### config.mk
export PLATFORM = sky130hd
export DESIGN_NAME = framebuffer_arbiter
export DESIGN_NICKNAME = d
export VERILOG_FILES = /design/src/rtl/framebuffer_arbiter.sv
export SDC_FILE = /design/constraint.sdc
export NUM_CORES = 1
export LEC_CHECK = 0
export CORE_UTILIZATION = 25
export DETAILED_ROUTE_END_ITERATION = 12
export GPL_TIMING_DRIVEN = 0
export PLACE_DENSITY_LB_ADDON = 0.25
export SYNTH_ARGS = -nofsm -noshare
export SYNTH_HDL_FRONTEND = slang
export SYNTH_SLANG_ARGS = --single-unit
### constraint.sdc
create_clock -name buffer_clock -period 5.3 [get_ports buffer_clock]
set_input_delay 1.06 -clock buffer_clock [delete_from_list [all_inputs] [get_ports buffer_clock]]
set_output_delay 1.06 -clock buffer_clock [all_outputs]
set_load 0.02 [all_outputs]
### src/rtl/framebuffer_arbiter.sv
// Framebuffer port arbiter: VGA line fetch bursts win, host writes fill gaps.
// Fetched pixels stream out with their in-line index two cycles after issue.
//
// Ports:
//   buffer_clock, reset        clock, async active-high reset
//   frame_start, line_req      sync pulses: rewind frame / fetch next line
//   host_req/addr/data, ack    level request, single-cycle ack on issue
//   mem_en/we/addr/wdata/rdata external memory port, rdata 1 cycle after read
//   vid_valid/data/index       fetched pixel stream
//   overrun                    line_req seen while a fetch already pending
module framebuffer_arbiter #(
  parameter int ADDR_WIDTH  = 22,
  parameter int DATA_WIDTH  = 12,
  parameter int LINE_PIXELS = 640,
  parameter int LINES       = 480
) (
  input  logic                  buffer_clock,
  input  logic                  reset,
  input  logic                  frame_start,
  input  logic                  line_req,
  input  logic                  host_req,
  input  logic [ADDR_WIDTH-1:0] host_addr,
  input  logic [DATA_WIDTH-1:0] host_data,
  output logic                  host_ack,
  output logic                  mem_en,
  output logic                  mem_we,
  output logic [ADDR_WIDTH-1:0] mem_addr,
  output logic [DATA_WIDTH-1:0] mem_wdata,
  input  logic [DATA_WIDTH-1:0] mem_rdata,
  output logic                  vid_valid,
  output logic [DATA_WIDTH-1:0] vid_data,
  output logic [9:0]            vid_index,
  output logic                  overrun
);

  localparam int CW = $clog2(LINE_PIXELS + 1);
  localparam int LW = $clog2(LINES + 1);

  localparam logic [CW-1:0] CNT_END =
    CW'(LINE_PIXELS);
  localparam logic [LW-1:0] LINES_MAX =
    LW'(LINES);
  localparam logic [ADDR_WIDTH-1:0] LINE_STEP =
    ADDR_WIDTH'(LINE_PIXELS);

  localparam logic [1:0] S_IDLE  = 2'd0;
  localparam logic [1:0] S_FETCH = 2'd1;
  localparam logic [1:0] S_DRAIN = 2'd2;
  localparam logic [1:0] S_WRITE = 2'd3;

  logic [1:0]            state_q, state_d;
  logic [ADDR_WIDTH-1:0] fetch_ptr_q, fetch_ptr_d;
  logic [LW-1:0]         lines_done_q, lines_done_d;
  logic                  pending_q, pending_d;
  logic [CW-1:0]         count_q, count_d;
  logic                  drain_q, drain_d;
  logic                  ignore_q, ignore_d;

  logic                  host_ack_q, host_ack_d;
  logic                  mem_en_q, mem_en_d;
  logic                  mem_we_q, mem_we_d;
  logic [ADDR_WIDTH-1:0] mem_addr_q, mem_addr_d;
  logic [DATA_WIDTH-1:0] mem_wdata_q, mem_wdata_d;
  logic [9:0]            idx_q, idx_d;
  logic                  overrun_q, overrun_d;

  logic                  rd_v_q;
  logic [9:0]            rd_idx_q;
  logic                  vid_valid_q;
  logic [DATA_WIDTH-1:0] vid_data_q;
  logic [9:0]            vid_index_q;

  logic                  accept;

  assign accept = line_req &&
                  (lines_done_q < LINES_MAX);

  always_comb begin
    state_d      = state_q;
    fetch_ptr_d  = fetch_ptr_q;
    lines_done_d = lines_done_q;
    pending_d    = pending_q;
    count_d      = count_q;
    drain_d      = drain_q;
    ignore_d     = 1'b0;
    host_ack_d   = 1'b0;
    mem_en_d     = 1'b0;
    mem_we_d     = 1'b0;
    mem_addr_d   = mem_addr_q;
    mem_wdata_d  = mem_wdata_q;
    idx_d        = idx_q;
    overrun_d    = line_req & pending_q;

    unique case (state_q)
      S_IDLE: begin
        if (pending_q) begin
          // Issue pixel 0 on entry so the first
          // strobe shows up with the state change.
          state_d    = S_FETCH;
          pending_d  = 1'b0;
          mem_en_d   = 1'b1;
          mem_addr_d = fetch_ptr_q;
          idx_d      = '0;
          count_d    = CW'(1);
        end else if (host_req && !ignore_q &&
                     !accept) begin
          // A line_req this cycle keeps the port
          // free so the fetch goes first.
          state_d     = S_WRITE;
          host_ack_d  = 1'b1;
          mem_en_d    = 1'b1;
          mem_we_d    = 1'b1;
          mem_addr_d  = host_addr;
          mem_wdata_d = host_data;
        end
      end
      S_FETCH: begin
        if (count_q == CNT_END) begin
          state_d = S_DRAIN;
          drain_d = 1'b0;
        end else begin
          mem_en_d   = 1'b1;
          mem_addr_d = fetch_ptr_q +
                       ADDR_WIDTH'(count_q);
          idx_d      = 10'(count_q);
          count_d    = count_q + CW'(1);
        end
      end
      S_DRAIN: begin
        if (drain_q) begin
          state_d      = S_IDLE;
          fetch_ptr_d  = fetch_ptr_q + LINE_STEP;
          lines_done_d = lines_done_q + LW'(1);
        end else begin
          drain_d = 1'b1;
        end
      end
      S_WRITE: begin
        // Write went out on entry; the next IDLE
        // cycle ignores the still-held request.
        state_d  = S_IDLE;
        ignore_d = 1'b1;
      end
      default: begin
        state_d = S_IDLE;
      end
    endcase

    if (accept) begin
      pending_d = 1'b1;
    end

    if (frame_start) begin
      fetch_ptr_d  = '0;
      lines_done_d = '0;
      pending_d    = line_req;
      if (state_q != S_WRITE) begin
        // Abort fetch/drain; in IDLE hold off any
        // new issue for this cycle.
        state_d    = S_IDLE;
        mem_en_d   = 1'b0;
        mem_we_d   = 1'b0;
        host_ack_d = 1'b0;
      end
    end
  end

  always_ff @(posedge buffer_clock or posedge reset) begin
    if (reset) begin
      state_q      <= S_IDLE;
      fetch_ptr_q  <= '0;
      lines_done_q <= '0;
      pending_q    <= 1'b0;
      count_q      <= '0;
      drain_q      <= 1'b0;
      ignore_q     <= 1'b0;
      host_ack_q   <= 1'b0;
      mem_en_q     <= 1'b0;
      mem_we_q     <= 1'b0;
      mem_addr_q   <= '0;
      mem_wdata_q  <= '0;
      idx_q        <= '0;
      overrun_q    <= 1'b0;
    end else begin
      state_q      <= state_d;
      fetch_ptr_q  <= fetch_ptr_d;
      lines_done_q <= lines_done_d;
      pending_q    <= pending_d;
      count_q      <= count_d;
      drain_q      <= drain_d;
      ignore_q     <= ignore_d;
      host_ack_q   <= host_ack_d;
      mem_en_q     <= mem_en_d;
      mem_we_q     <= mem_we_d;
      mem_addr_q   <= mem_addr_d;
      mem_wdata_q  <= mem_wdata_d;
      idx_q        <= idx_d;
      overrun_q    <= overrun_d;
    end
  end

  // Return path: strobe in cycle S, rdata in S+1,
  // registered pixel visible in S+2.
  always_ff @(posedge buffer_clock or posedge reset) begin
    if (reset) begin
      rd_v_q      <= 1'b0;
      rd_idx_q    <= '0;
      vid_valid_q <= 1'b0;
      vid_data_q  <= '0;
      vid_index_q <= '0;
    end else begin
      rd_v_q      <= mem_en_q & ~mem_we_q;
      rd_idx_q    <= idx_q;
      vid_valid_q <= rd_v_q;
      if (rd_v_q) begin
        vid_data_q  <= mem_rdata;
        vid_index_q <= rd_idx_q;
      end
    end
  end

  assign host_ack  = host_ack_q;
  assign mem_en    = mem_en_q;
  assign mem_we    = mem_we_q;
  assign mem_addr  = mem_addr_q;
  assign mem_wdata = mem_wdata_q;
  assign vid_valid = vid_valid_q;
  assign vid_data  = vid_data_q;
  assign vid_index = vid_index_q;
  assign overrun   = overrun_q;

endmodule

# Word level (Yosys, flattened, before mapping)
# Cells that the tools add are included.
# op_classes
addsub	4
order_cmp	1
n_eq_ne	9
muxes	39
n_bitwise	4
reduce_logical	16
# op_table
operator	n
22-bit 2-to-1 mux	6
22-bit case mux with 2 select lines	1
10-bit 2-to-1 mux	4
10-bit case mux with 2 select lines	2
9-bit 2-to-1 mux	3
22-bit by 10-bit adder with 22-bit output	1
22-bit by 10-bit adder with 22-bit output, second input constant	1
1-bit 2-to-1 mux	14
2-bit 2-to-1 mux	6
10-bit by 1-bit adder with 10-bit output, second input constant	1
10-bit equality test, second input constant	1
9-bit by 1-bit adder with 9-bit output, second input constant	1
9-bit less-than comparator, second input constant	1
3-bit AND reduction	3
2-bit != test, second input constant	4
2-bit case mux with 4 select lines	1
2-bit nonzero test	4
2-bit equality test, second input constant	2
1-bit case mux with 2 select lines	2
2-bit AND reduction	2
1-bit logical AND	3
3-bit != test, second input constant	1
3-bit nonzero test	1
1-bit AND	2
4 further kinds	6
# totals
register_bits	127
input_bits	51
output_inout_bits	61
elab_cells	91

# Longest topological paths before layout
# Gate-level depths: netlist (run 1).
# logic_depth
ltp_word	9
depth_mapped	8
mapped_depth_nobuf	6

# Worst setup path before layout (run 1)
# No wires, ideal clock.
# synth_path
path_type	in2reg
start	input line_req
end	register mem_wdata_q[0] (netlist: mem_wdata[0])
setup_ns	0.125
arrival_ns	2.108
required_ns	5.175
slack_ns	3.067
path_stages	5
path_cell_list	inv_1 o2111ai_1 nor2_1 buf_2 mux2_2
# synth_between
elab_chain_cells	4
# synth_rtl
item	line	rtl
start, declared	20	input logic line_req,
1-bit logical AND	75	assign accept = line_req &&
1-bit zero test	106	!accept) begin
1-bit logical AND	105	end else if (host_req && !ignore_q &&
3-bit AND reduction (no line)	n/a	
end signal, assigned	196	mem_wdata_q <= mem_wdata_d;
end, declared	63	logic [DATA_WIDTH-1:0] mem_wdata_q, mem_wdata_d;
# No other way between the ends.
# A chain may end at the register's enable or synchronous reset.

# Final worst setup path (run 1)
# layout_path
start	input line_req
end	register mem_addr_q[5] (netlist: mem_addr[5])
# layout_between
elab_chain_cells	5
# layout_rtl
item	line	rtl
1-bit logical AND	75	
1-bit zero test	106	
1-bit logical AND	105	
3-bit != test (no line)	n/a	
3-bit AND reduction (no line)	n/a	
end signal, assigned	195	mem_addr_q <= mem_addr_d;
end, declared	62	logic [ADDR_WIDTH-1:0] mem_addr_q, mem_addr_d;
# No other way between the ends.

==> qor.json, run 1 <==
{
  "switchingPower": {"value": 0.824, "unit": "mW"},
  "max_slew_margin": {"value": 41.5, "unit": "%"},
  "tritoncts.num_buffers": {"value": 17},
  "synth.lib_cells_used.distinct": {"value": 60},
  "clock_path_buffers": {"value": 2},
  "hp-class": {"value": "register to register"},
  "synth_top_cells_by_area": {"value": "sky130_fd_sc_hd__dfrtp_1 (54%), sky130_fd_sc_hd__mux2_2 (9.1%), sky130_fd_sc_hd__nand2_1 (2.2%)"},
  "p_sw_share": {"value": 28.9, "unit": "%"},
  "total_gr_overflow": {"value": 0},
  "pwr_density_cell": {"value": 374, "unit": "nW/um2"},
  "clkSlewWorstSetupHoldPaths": {"value": 0.06, "unit": "ns"},
  "power.share.sequential": {"value": 38.5, "unit": "%"},
  "cp_max_fo": {"value": 10},
  "skew_final": {"value": 0.0105, "unit": "ns"},
  "yosysWarningCount": {"value": 0},
  "drt_drc_violations_left": {"value": 0},
  "synth.top_cell.area_share": {"value": 54.2, "unit": "%"},
  "clock_insertion_delay_worst_skew": {"value": 0.41, "unit": "ns"},
  "grt_pass1_wl": {"value": 24.5, "unit": "mm"},
  "fin_util": {"value": 35.0, "unit": "%"},
  "post-synth-top-count-cell": {"value": "sky130_fd_sc_hd__dfrtp_1"},
  "design.core.area": {"value": 21800, "unit": "um2"},
  "rows": {"value": 54},
  "ir_drop": {"value": 0.185, "unit": "mV"},
  "final_hold_viol_count": {"value": 0},
  "synth.ff_latch_count": {"value": 120},
  "grt_util_all_layers": {"value": 14.0, "unit": "%"},
  "fillerInstances": {"value": 2176},
  "yosysTopAreaCell": {"value": "sky130_fd_sc_hd__dfrtp_1"},
  "final_antenna_net_count": {"value": 0},
  "hold_buffers": {"value": 0},
  "drt-total-wl": {"value": 15.1, "unit": "mm"},
  "required": {"value": 5.60, "unit": "ns"},
  "post-cts-setup-buffer-count": {"value": 0},
  "area.growth.synth_to_final": {"value": 37.2, "unit": "%"},
  "insertedDiodeCount": {"value": 0},
  "hold_path_startpoint": {"value": "idx_q[9]"},
  "worst-slew-pin-transition": {"value": 0.871, "unit": "ns"},
  "critPathLaunchType": {"value": "input pin"},
  "power.static_leakage": {"value": 3.26, "unit": "nW"},
  "start_util": {"value": 25.5, "unit": "%"},
  "cell_breakdown_of_the_critical_path": {"value": "clkdlybuf4s50_1 -> inv_1 -> o2111ai_1 -> nand3_1 -> buf_4 -> mux2_2"},
  "power.total": {"value": 2.85, "unit": "mW"},
  "post_drt_wl_per_cell": {"value": 16.6, "unit": "um"},
  "buffer_ports.inserted": {"value": 110},
  "post-dp-hpwl": {"value": 11.1, "unit": "mm"},
  "power_frac_clock": {"value": 39.3, "unit": "%"},
  "htree_levels": {"value": 4},
  "placedCellCount": {"value": 879},
  "finalCriticalPeriod": {"value": 2.76, "unit": "ns"},
  "die_area": {"value": 22800, "unit": "um2"},
  "max_cap_violations": {"value": 0},
  "postLayoutSetupSlackWorst": {"value": 2.54, "unit": "ns"},
  "mappedNetlistNets": {"value": 546},
  "gp_congestion": {"value": 0.826},
  "number_of_buffer_and_inverter_instances_along_the_worst_setup_path": {"value": 3},
  "preCtsSetupSlack": {"value": 2.12, "unit": "ns"},
  "dr.pass1.iters": {"value": 5},
  "synth_enable_flop_cells": {"value": 0},
  "first_global_vias": {"value": 4562},
  "type_of_destination_of_the_critical_path": {"value": "register"},
  "run_status": {"value": "finished clean"},
  "detailed_place.area": {"value": 7030, "unit": "um2"},
  "path_delay_family": {"value": "buffers and inverters"},
  "critical_path.slowest_cell": {"value": "sky130_fd_sc_hd__clkdlybuf4s50_1"},
  "clock.fmax": {"value": 362, "unit": "MHz"},
  "cpPeakStageDelay": {"value": 0.48, "unit": "ns"},
  "critical_path.startpoint": {"value": "line_req"},
  "totalNegativeSetupSlack": {"value": 0, "unit": "ns"},
  "numClockSinks": {"value": 120},
  "final_net_count": {"value": 676},
  "internal_power": {"value": 2.02, "unit": "mW"},
  "synth_seq_area_share": {"value": 54.2, "unit": "%"},
  "setup_violators_final": {"value": 0},
  "clockRootBuffer": {"value": "sky130_fd_sc_hd__clkbuf_16"},
  "boundaryPins": {"value": 112},
  "drtIter0Drc": {"value": 287},
  "synth_top_flop_cell": {"value": "sky130_fd_sc_hd__dfrtp_1"},
  "r2r-start": {"value": "pending_q"},
  "worst_hold_slack": {"value": 0.377, "unit": "ns"},
  "ys_top_cells_by_count": {"value": "sky130_fd_sc_hd__dfrtp_1 (120), sky130_fd_sc_hd__mux2_2 (45), sky130_fd_sc_hd__nand2_1 (33)"},
  "synthCells": {"value": 488},
  "timing_worst_setup_path_type": {"value": "input pin to register"},
  "avgSynthCellArea": {"value": 11.4, "unit": "um2"},
  "antenna_violations_before_repair": {"value": 0},
  "tritoncts_clock_tree": {"value": "done"},
  "final-max-slew-violation-count": {"value": 0},
  "detail_route.vias_per_cell": {"value": 4.81},
  "fin_crit_sh": {"value": 52.1, "unit": "%"},
  "synthesis.area": {"value": 5540, "unit": "um2"},
  "power.share.combinational": {"value": 22.1, "unit": "%"},
  "rsz_0062_raised_after_global_routing": {"value": "no"},
  "largest_net_degree_at_the_start_of_global_routing": {"value": 87},
  "ctsResizeCount": {"value": 0},
  "floorplan.die.height": {"value": 151, "unit": "um"},
  "via_count": {"value": 4382},
  "die_w": {"value": 151, "unit": "um"},
  "instances_no_fill": {"value": 911},
  "worst_ep_arrival_time": {"value": 3.06, "unit": "ns"},
  "ys_async_sr_fraction": {"value": 100, "unit": "%"},
  "design_area": {"value": 7600, "unit": "um2"},
  "drive_gt1_share": {"value": 16.6, "unit": "%"}
}
[final cells by class]
cell class / count / area, um2 / area share [%]
flip-flops and latches: 120 / 3000 / 39.5
clock buffers: 18 / 429 / 5.64
plain buffers: 29 / 138 / 1.81
well taps: 280 / 350 / 4.61
repair buffers: 111 / 1130 / 14.8
inverters: 14 / 57.6 / 0.757
clock inverters: 14 / 150 / 1.97
multi-input cells: 325 / 2350 / 30.9
[placed cells by master, fill, tap and decap left out, types with 5 or more instances in the layout]
cell type,Yosys,routed
sky130_fd_sc_hd__dfrtp_1,120,120
sky130_fd_sc_hd__clkdlybuf4s50_1,0,110
sky130_fd_sc_hd__mux2_2,45,45
sky130_fd_sc_hd__nand2_1,33,33
sky130_fd_sc_hd__nor2_1,30,30
sky130_fd_sc_hd__a21oi_1,21,21
sky130_fd_sc_hd__clkbuf_16,0,17
sky130_fd_sc_hd__nand4_1,16,16
sky130_fd_sc_hd__o21ai_0,15,15
sky130_fd_sc_hd__nand3_1,14,14
sky130_fd_sc_hd__inv_1,14,13
sky130_fd_sc_hd__clkbuf_1,11,12
sky130_fd_sc_hd__xor2_1,12,12
sky130_fd_sc_hd__a22o_1,10,10
sky130_fd_sc_hd__buf_2,8,8
sky130_fd_sc_hd__mux2i_1,7,7
sky130_fd_sc_hd__o31ai_1,7,7
sky130_fd_sc_hd__or3_1,7,7
sky130_fd_sc_hd__ha_1,7,7
sky130_fd_sc_hd__o211ai_1,6,6
sky130_fd_sc_hd__a211oi_1,6,6
sky130_fd_sc_hd__clkinv_4,0,6
sky130_fd_sc_hd__buf_1,5,5
sky130_fd_sc_hd__nor2b_1,5,5
sky130_fd_sc_hd__buf_4,5,5
sky130_fd_sc_hd__nor3_1,5,5
sky130_fd_sc_hd__and4_1,5,5
sky130_fd_sc_hd__and3_1,5,5
sky130_fd_sc_hd__xnor2_1,5,5
[routing by layer]
| metal | wire (um) | vias up | global-route usage (%) | part of all wire (%) |
|---|---|---|---|---|
| met1 | 6690 | 2180 | 17.2 | 44 |
| met3 | 804 | 15 | 3.61 | 5.3 |
| met4 | 179 | 0 | 4.55 | 1.2 |
| met5 | 0 | - | 0 | 0 |
| met2 | 7440 | 126 | 23.9 | 49 |
| li1 | - | 2061 | - | - |
[worst register-to-register path: cells and delay by family (launching register included)]
family	cells	cell delay, ns
buffers and inverters	3	0.70
flip-flops	1	0.32
AND/OR/NAND/NOR	1	0.78
AO/OA/AOI/OAI	2	0.45
[registers in the layout, summed over array words and instances (netlist names)]
signal and cells:
mem_addr 22, fetch_ptr_q 15, mem_wdata 12, vid_data 12
count_q 10, idx_q 10, rd_idx_q 10, vid_index 10
lines_done_q 9, state_q 2, drain_q 1, ignore_q 1
mem_en 1, mem_we 1, overrun 1, pending_q 1
rd_v_q 1, vid_valid 1
[final timing paths]
| check | depth (start not counted) | slack [ns] | end |
|---|---|---|---|
| worst max register to register | 6 | 2.94 | idx_q[1] |
| worst max-delay path | 6 | 2.54 | mem_addr[5] |
| max in group asynchronous | 3 | 3.55 | fetch_ptr_q[11] |
| worst min register to register | 0 | 0.38 | rd_idx_q[9] |
| min in group asynchronous | 2 | 1.01 | vid_index[8] |
| worst min-delay path | 0 | 0.38 | rd_idx_q[9] |
[logic make-up after synthesis]
group	Yosys count	synth area share, %
AO/OA/AOI/OAI	100	13.3
buffers and inverters	43	3.43
adder cells (fa/ha/maj)	7	1.58
XOR/XNOR	17	2.69
multiplexers	52	10.4
AND/OR/NAND/NOR	149	14.4
flip-flops	120	54.2
[power groups by stage]
stage                     Sequential (mW)  Combinational [mW]  Clock, mW
after CTS                            1.10               0.639       1.15
final                                1.10               0.630       1.12
after global placement               1.11               0.627          0
after floorplan                      1.21               0.224          0
after detailed placement             1.11               0.637          0
after global routing                 1.11               0.679       1.19
Power figures use the tool's default switching activity.
==> inputs of run 2 (changes only) <==
Clock period 5.3 ns to 2.4 ns, I/O delays scaled along.
==> qor.json, run 2 (same netlist as run 1, synthesis figures left out) <==
{
  "largest_register_ffs": {"value": 22, "change": "unchanged"},
  "insertedDiodeCount": {"value": 0, "change": "unchanged"},
  "final_antenna_net_count": {"value": 0, "change": "unchanged"},
  "power.total": {"value": 6.46, "unit": "mW", "change": "was 2.85 mW"},
  "via_count": {"value": 4412, "change": "was 4382"},
  "run_status": {"value": "finished clean", "change": "unchanged"},
  "buffer_ports.inserted": {"value": 110, "change": "unchanged"},
  "clock_path_buffers": {"value": 2, "change": "unchanged"},
  "final_net_count": {"value": 679, "change": "was 676"},
  "clockRootBuffer": {"value": "sky130_fd_sc_hd__clkbuf_16", "change": "unchanged"},
  "totalNegativeSetupSlack": {"value": 0, "unit": "ns", "change": "unchanged"},
  "first_global_vias": {"value": 4458, "change": "was 4562"},
  "pwr_density_cell": {"value": 840, "unit": "nW/um2", "change": "was 374 nW/um2"},
  "clock_insertion_delay_worst_skew": {"value": 0.42, "unit": "ns", "change": "was 0.41 ns"},
  "area.growth.synth_to_final": {"value": 38.7, "unit": "%", "change": "was 37.2%"},
  "cp_max_fo": {"value": 10, "change": "unchanged"},
  "total_gr_overflow": {"value": 0, "change": "unchanged"},
  "skew_final": {"value": 0.00718, "unit": "ns", "change": "was 0.0105 ns"},
  "final_cell_mix": {"value": "sky130_fd_sc_hd__dfrtp_1 (120), sky130_fd_sc_hd__clkdlybuf4s50_1 (110), sky130_fd_sc_hd__mux2_2 (45)", "change": "unchanged"},
  "tritoncts_clock_tree": {"value": "done", "change": "unchanged"},
  "tritoncts.num_buffers": {"value": 17, "change": "unchanged"},
  "hold-path-cell-count": {"value": 0, "change": "unchanged"},
  "post-dp-hpwl": {"value": 11.3, "unit": "mm", "change": "was 11.1 mm"},
  "worst_ep_arrival_time": {"value": 2.58, "unit": "ns", "change": "was 3.06 ns"},
  "rsz_0062_raised_after_global_routing": {"value": "no", "change": "unchanged"},
  "final_hold_viol_count": {"value": 0, "change": "unchanged"},
  "critPathLaunchType": {"value": "register", "change": "was input pin"},
  "drt-total-wl": {"value": 15.0, "unit": "mm", "change": "was 15.1 mm"},
  "design.core.area": {"value": 21800, "unit": "um2", "change": "unchanged"},
  "max_cap_violations": {"value": 0, "change": "unchanged"},
  "drtIter0Drc": {"value": 277, "change": "was 287"},
  "drive_gt1_share": {"value": 17.4, "unit": "%", "change": "was 16.6%"},
  "type_of_destination_of_the_critical_path": {"value": "register", "change": "unchanged"},
  "hp-class": {"value": "register to register", "change": "unchanged"},
  "r2r-start": {"value": "pending_q", "change": "unchanged"},
  "detailed_place.area": {"value": 7060, "unit": "um2", "change": "was 7030 um2"},
  "design_area": {"value": 7690, "unit": "um2", "change": "was 7600 um2"},
  "fillerInstances": {"value": 2184, "change": "was 2176"},
  "setup_violators_final": {"value": 0, "change": "unchanged"},
  "grt_pass1_wl": {"value": 23.8, "unit": "mm", "change": "was 24.5 mm"},
  "timing_worst_setup_path_type": {"value": "register to register", "change": "was input pin to register"},
  "regToRegSetupSlack": {"value": 0.12, "unit": "ns", "change": "was 2.94 ns"},
  "htree_levels": {"value": 4, "change": "unchanged"},
  "fin_crit_sh": {"value": 94.9, "unit": "%"},
  "numClockSinks": {"value": 120, "change": "unchanged"},
  "die_area": {"value": 22800, "unit": "um2", "change": "unchanged"},
  "clock.fmax": {"value": 439, "unit": "MHz"},
  "floorplan.die.height": {"value": 151, "unit": "um", "change": "unchanged"},
  "worst-slew-pin-transition": {"value": 0.806, "unit": "ns", "change": "was 0.871 ns"},
  "start_util": {"value": 25.5, "unit": "%", "change": "unchanged"},
  "drt_drc_violations_left": {"value": 0, "change": "unchanged"},
  "hold_path_startpoint": {"value": "idx_q[9]", "change": "unchanged"},
  "boundaryPins": {"value": 112, "change": "unchanged"},
  "reg2reg_depth": {"value": 6, "change": "unchanged"},
  "rows": {"value": 54, "change": "unchanged"},
  "gp_congestion": {"value": 0.831, "change": "was 0.826"},
  "rr_endpoint": {"value": "idx_q[4]", "change": "was idx_q[1]"},
  "final-max-slew-violation-count": {"value": 0, "change": "unchanged"},
  "die_w": {"value": 151, "unit": "um", "change": "unchanged"},
  "antenna_violations_before_repair": {"value": 0, "change": "unchanged"},
  "clkSlewWorstSetupHoldPaths": {"value": 0.06, "unit": "ns", "change": "about the same"},
  "required": {"value": 2.71, "unit": "ns", "change": "was 5.60 ns"},
  "finalCriticalPeriod": {"value": 2.28, "unit": "ns"},
  "grt_util_all_layers": {"value": 13.8, "unit": "%", "change": "was 14.0%"},
  "max_slew_margin": {"value": 45.9, "unit": "%", "change": "was 41.5%"},
  "hold_buffers": {"value": 0, "change": "unchanged"},
  "dr.pass1.iters": {"value": 7, "change": "was 5"},
  "layout_commonest_cell": {"value": "sky130_fd_sc_hd__dfrtp_1", "change": "unchanged"},
  "power.static_leakage": {"value": 3.28, "unit": "nW", "change": "was 3.26 nW"},
  "fin_util": {"value": 35.3, "unit": "%", "change": "was 35.0%"},
  "post_drt_wl_per_cell": {"value": 16.4, "unit": "um", "change": "was 16.6 um"},
  "timing.hold.worst_endpoint": {"value": "rd_idx_q[9]", "change": "unchanged"},
  "detail_route.vias_per_cell": {"value": 4.83, "change": "was 4.81"},
  "ir_drop": {"value": 0.435, "unit": "mV", "change": "was 0.185 mV"},
  "largest_net_degree_at_the_start_of_global_routing": {"value": 43, "change": "was 87"}
}
[run 2: changes by cell type in the layout (fill, tap and decap cells not counted), sizes merged]
cell / previous run / this run
clkinv: 10 / 4
inv: 16 / 19
buf: 19 / 22
bufinv: 2 / 3
clkinvlp: 0 / 2
[run 2: through the flow]
stage                     instances  setup WS, ns  hold slack, ns
after floorplan                 488         0.416           0.353
after global placement          878        -0.744           0.362
after detailed placement        881        -0.187           0.361
after CTS                       913        0.0163           0.380
after global routing            914        0.0144           0.392
final                           914         0.123           0.377
[run 2: final cells by class]
cell class | count | area (um2) | area share (%)
clock inverter | 14 | 188 | 2.44
sequential | 120 | 3000 | 39.1
tap | 280 | 350 | 4.56
multi-input combinational | 325 | 2360 | 30.6
buffer | 29 | 138 | 1.79
timing repair buffer | 114 | 1170 | 15.2
inverter | 14 | 56.3 | 0.732
clock buffer | 18 | 429 | 5.58
[run 2: repair_timing]
action	in CTS	in global routing
setup endpoints to repair	0	18
endpoints found under the hold margin	0	0
buffers inserted	0	1
resized for setup	0	2
[run 2: how the worst max path moves through the flow]
stage | end | cells after the start | slack [ns] | start
CTS | mem_addr[8] | 7 | 0.02 | count_q[1]
finish | idx_q[4] | 6 | 0.12 | pending_q
global route | idx_q[1] | 6 | 0.01 | pending_q
global placement | mem_wdata[3] | 2 | -0.74 | reset
floorplan | mem_addr[16] | 5 | 0.42 | count_q[9]
detailed placement | mem_addr[8] | 6 | -0.19 | line_req
[run 2: power breakdown]
group          switching (mW)  leakage (nW)  internal (mW)
Sequential              0.159          1.59           2.27
Clock                   0.978         0.298           1.66
Combinational           0.721          1.40          0.677
Total                    1.86          3.28           4.60
[run 2: worst max-delay path, stage by stage (launching register included)]
cell and delay (ns):
sky130_fd_sc_hd__dfrtp_1 0.32, sky130_fd_sc_hd__buf_4 0.19, sky130_fd_sc_hd__inv_1 0.22, sky130_fd_sc_hd__nor3_1 0.73, sky130_fd_sc_hd__a21oi_1 0.24, sky130_fd_sc_hd__buf_2 0.27, sky130_fd_sc_hd__a22o_1 0.19
[run 2: metal layers]
layer,up-vias,share of wire [%],track usage (%)
met1,2161,43,16.9
li1,2075,-,-
met2,156,50,23.5
met5,-,0,0
met4,0,1.4,4.45
met3,20,6.2,3.40
